File: src/rtl/dut_mem.sv
// Single-port synchronous RAM with a registered, write-through read port.
// Reset clears both the read register and every stored word on the same edge.
module dut_mem #(
    parameter int unsigned ADDR_W = 6,
    parameter int unsigned DATA_W = 16
) (
    input  logic              clk,
    input  logic              rst_n,
    input  logic              we,
    input  logic [ADDR_W-1:0] addr,
    input  logic [DATA_W-1:0] data,
    output logic [DATA_W-1:0] out
);

    localparam int unsigned DEPTH = 2 ** ADDR_W;

    logic [DATA_W-1:0] mem_q [DEPTH];
    logic [DATA_W-1:0] mem_d [DEPTH];
    logic [DATA_W-1:0] out_q;
    logic [DATA_W-1:0] out_d;

    // Write-first: the word being written is forwarded to out on the same edge.
    always_comb begin
        mem_d = mem_q;
        out_d = out_q;
        if (we) begin
            mem_d[addr] = data;
            out_d       = data;
        end else begin
            out_d = mem_q[addr];
        end
    end

    always_ff @(posedge clk) begin
        if (!rst_n) begin
            out_q <= '0;
            for (int unsigned i = 0; i < DEPTH; i++) begin
                mem_q[i] <= '0;
            end
        end else begin
            out_q <= out_d;
            for (int unsigned i = 0; i < DEPTH; i++) begin
                mem_q[i] <= mem_d[i];
            end
        end
    end

    assign out = out_q;

endmodule

File: config.mk
export PLATFORM = sky130hd
export DESIGN_NAME = dut_mem
export DESIGN_NICKNAME = d
export VERILOG_FILES = /design/src/rtl/dut_mem.sv
export SDC_FILE = /design/constraint.sdc
export NUM_CORES = 2
export LEC_CHECK = 0
export ABC_AREA = 1
export CAP_MARGIN = 15
export CORE_MARGIN = 3
export CORE_UTILIZATION = 47
export CTS_CLUSTER_DIAMETER = 120
export DETAILED_ROUTE_END_ITERATION = 8
export PLACE_DENSITY = 0.77
export SETUP_SLACK_MARGIN = 0.05
export SLEW_MARGIN = 20
export SYNTH_ARGS = -nofsm -noshare
export SYNTH_HDL_FRONTEND = slang
export SYNTH_SLANG_ARGS = --single-unit
File: constraint.sdc
create_clock -name clk -period 1.45 [get_ports clk]
set_input_delay 0.145 -clock clk [delete_from_list [all_inputs] [get_ports clk]]
set_output_delay 0.145 -clock clk [all_outputs]
set_load 0.01 [all_outputs]
==> Word-level counts from Yosys, hierarchy flattened <==
Cells that the tools add are included.
{ "op_classes": {"order_cmp": 2, "n_mux": 7, "bitwise": 1, "n_reduce_logical": 1} }
{ "op_table": {"columns": ["cell", "n"], "rows": [
  ["$bwmux W1024", 1],
  ["$bmux W16 S6", 1],
  ["$demux W16 S6", 1],
  ["$mux W16", 4],
  ["$ge A7 B7 Y1 const B", 1],
  ["$lt A7 B1 Y1 const B", 1],
  ["$not A6 Y7", 1],
  ["$logic_and A1 B1 Y1", 1]
]} }
{ "totals": {"ff_bits": 1040, "inputBits": 25, "output_inout_bits": 16, "elab_cells": 76} }

==> Longest topological paths before layout <==
{ "depth": {"ltp_word": 6, "mapped_depth": 16, "ltp_nobuf": 13} }

==> Worst setup path after synthesis <==
Ideal clock, no wire load.
{ "synth_timing": {"path_type": "in2reg", "startpoint": "in addr[1]", "endpoint": "reg mem_q[189] in the netlist's numbering", "setup_time_ps": 128, "arrival_ps": 1385, "required_ps": 1322, "slack_ps": -63, "cell_stages": 10, "n_path_buf": 2, "path_cell_list": "buf_4 nor2_4 inv_2 nor2_1 inv_2 nor2_4 nand2_2 clkbuf_1 o21ai_0 a21oi_1"} }
{ "synth_between": {"elab_chain_cells": 6, "elab_cells_between_ends": 7, "cone_classes": "order compare (2); mux (3); bitwise (1); reduce/logical (1)"} }
{ "synth_rtl": {"columns": ["element", "line", "rtl"], "rows": [
  ["from (decl)", "10", "input logic [ADDR_W-1:0] addr,"],
  ["$not A6 Y7 (implied by the code) (*)", "27", "mem_d[addr] = data;"],
  ["$ge A7 B7 Y1 (implied by the code) / $lt A7 B1 Y1 (equally long branches)", "27", null],
  ["$logic_and A1 B1 Y1 (implied by the code)", "27", null],
  ["$mux W16 (implied by the code)", "27", null],
  ["$demux W16 S6 (*)", "27", null],
  ["$bwmux W1024 (*)", "27", null],
  ["to (signal, indexed assignment)", "43", "mem_q[i] <= mem_d[i];"],
  ["to (decl)", "17", "logic [DATA_W-1:0] mem_q [DEPTH];"]
]} }
Mark *: on every way between the ends. The rest lies on a longest branch, timed or not.
A chain may end at the register's enable or synchronous reset.

==> Final worst setup path <==
{ "layout_timing": {"startpoint": "reg mem_q[181] in the netlist's numbering", "endpoint": "reg out_q[5], in the netlist out[5]"} }
{ "layout_between": {"elab_chain_cells": 4} }
{ "layout_rtl": {"columns": ["element", "line", "rtl"], "rows": [
  ["$bmux W16 S6", "30", "out_d = mem_q[addr];"],
  ["$mux W16 (implied by the code) (2 in series)", "30", null],
  ["$mux W16", "26", "if (we) begin"],
  ["to (signal assigned)", "41", "out_q <= out_d;"],
  ["to (decl)", "19", "logic [DATA_W-1:0] out_q;"]
]} }
Every way passes these cells. The select of a mux whose other input is x is not followed.

==> results.cfg <==
[drt]
viasPerCell = 5.66
drc = 0
vias = 46100
drtPass1Iterations = 5
ant_nets = 0
wl_um = 154000
drtIter0Drc = 5179
wl_per_cell_um = 18.9

[placed_design]
port-buffer-count = 40
placedCellCount = 7953
dpl.hpwl_um = 101000
place_area_um2 = 51100
place_ws_ns = -0.757
gp_congestion = 0.975

[global_routing]
grt_antenna_before_repair = 4
grt_pass1_wl_um = 239000
first_global_vias = 42300
grt_max_degree = 111
track_usage = 0.292
grt_overflow = 0

[synthesis]
synth_area_leaders = dfxtp_1 (45%), nand2_1 (22%), o21ai_0 (11%)
async_reset_ff_frac = 0
synth-seq-cells = 1040
avgSynthCellArea_um2 = 6.78
yosysTopAreaCell = dfxtp_1
synth_cell_types = 26
syn_nets = 6804
ys.flop_type = dfxtp_1
yosysTopAreaCellShare = 0.453
synth-edff-count = 0
syn_area_um2 = 45900
syn-instance-count = 6779
yosys-top-cells-count = nand2_1 (2699), dfxtp_1 (1040), o21ai_0 (1034)
yosysWarningCount = 0
yosysSeqAreaShare = 0.453
synth.most_common_cell = nand2_1

[clocking]
clock_latency_ns = 0.70
clkSlewWorstSetupHoldPaths_ns = 0.06
clock_path_buffers = 3
cts_tree = done
numCtsBuffers = 109
root_buffer = clkbuf_16
cts_sinks = 1040
h-tree-depth = 3

[cells_and_area]
final-instance-count-excl-fill = 8158
area_delta_synth_final_pct = 20.7
nNetsFinal = 6820
n_fill_cell = 8636
multi_input_area_um2 = 22400
regArea_um2 = 20900
drive_gt1_frac = 0.141
fin_area_um2 = 55400

[sta]
rsz0062_at_grt = yes
finalHoldViolations = 0
fin_ws_ns = 0.0722
worst_slew_pin_slew_ns = 0.397
finalSetupViolCount = 0
clock_skew_ns = 0.0285
max_freq_mhz = 726
period_share = 0.950
slew_headroom = 0.735
min_period_ns = 1.38
slew_violations = 0

[critical_path]
worst_setup_path_end_kind = register
startpoint_type = register
cp-startpoint = mem_q[181]
crit_type = register to register
reg2reg_from = mem_q[181]
required_ns = 2.07
arrival_ns = 1.99
cp_max_fo = 2

[die]
num_rows = 114
die_height_um = 319
fp.dieW_um = 319
fp.dieArea_um2 = 102000
io_pins = 41
initial_utilization = 0.474
core_area_um2 = 96900

[outcome]
status = completed

[pwr]
peakVddDrop_uv = 869
power_density_nw_per_um2 = 1130
p_leak_nw = 24.8

[hold_path]
hold_start = we
min_path_type = input pin to register

[job]
maxCapViolCount = 0
[cells by family after synthesis]
family                 synth area share
AND/OR/NAND/NOR                   0.246
AO/OA/AOI/OAI                     0.232
flip-flops                        0.453
buffers and inverters            0.0693
[through the flow]
| step | hold slack [ns] | utilization | total power, mW | setup TNS (ns) |
|---|---|---|---|---|
| floorplan | 0.308 | - | 31.6 | 0 |
| CTS | 0.0563 | 0.566 | 62.9 | 0 |
| global placement | 0.432 | 0.528 | 34.0 | -569.02 |
| finish | 0.0968 | 0.572 | 62.9 | 0 |
| global route | 0.114 | 0.572 | 64.4 | 0 |
| detailed placement | 0.439 | 0.528 | 34.0 | -612.93 |
[critical path: stages, from the launching register on]
cell and delay (ns):
dfxtp_1 0.30, inv_1 0.05, o21ai_1 0.16, nand2_1 0.08, nand2_1 0.11, nand2_1 0.07
nand2_2 0.13, nand2_1 0.07, nand2_1 0.10, nor2_1 0.05, nand3_1 0.08, nand2_1 0.06
inv_1 0.05
[placed cells by master (no fill, tap or decap), drive strengths merged]
cell,count
dlygate4sd2,1
buf,492
o211ai,5
nor2,127
o21ai,1066
nand3,40
bufinv,10
diode,2
clkdlybuf4s50,18
dlygate4sd3,1
clkbuf,164
or2,4
clkinv,16
nand4,2
clkinvlp,7
nand2,2702
nor4,1
dfxtp,1040
nor3,6
a211oi,16
a21oi,1029
inv,133
[final timing paths]
kind                                    to  slack (ns)  cells past startpoint
worst max-delay path                out[5]        0.07                     12
worst min-delay path                out[0]         0.1                      4
worst max register to register      out[5]        0.07                     12
worst min register to register  mem_q[560]        0.45                      2
[area by class of cell]
type	instances	area share
clock inverters	36	0.00860
flip-flops and latches	1040	0.377
well taps	1276	0.0288
diodes	2	0.0000903
repair buffers	516	0.112
inverters	130	0.00980
clock buffers	160	0.0591
multi-input cells	4998	0.405
[power breakdown]
part | total, mW | internal, mW | leakage, nW | switching [mW]
Combinational | 4.64 | 1.58 | 14.5 | 3.06
Clock | 29.3 | 17.4 | 1.83 | 11.9
Sequential | 28.9 | 28.8 | 8.40 | 0.149
Total | 62.9 | 47.7 | 24.8 | 15.1
[flip-flops by register name (all words and copies together) (netlist names)]
register	flops
mem_q	1024
out	16
[layer usage]
layer,global-route usage,vias to the layer above,share of wire
li1,-,22100,-
met1,0.404,21400,0.42
met2,0.449,2245,0.44
met3,0.0523,359,0.097
met4,0.121,0,0.042
met5,0,-,0
[repair_timing]
action,in CTS,in global routing
cloned,0,3
hold buffers,1,0
endpoints found under the hold margin,51,0
resized for setup,117,198
pin swaps,1,52
setup endpoints to repair,167,76
setup buffers,0,3
(Power assumes the default switching activity.)
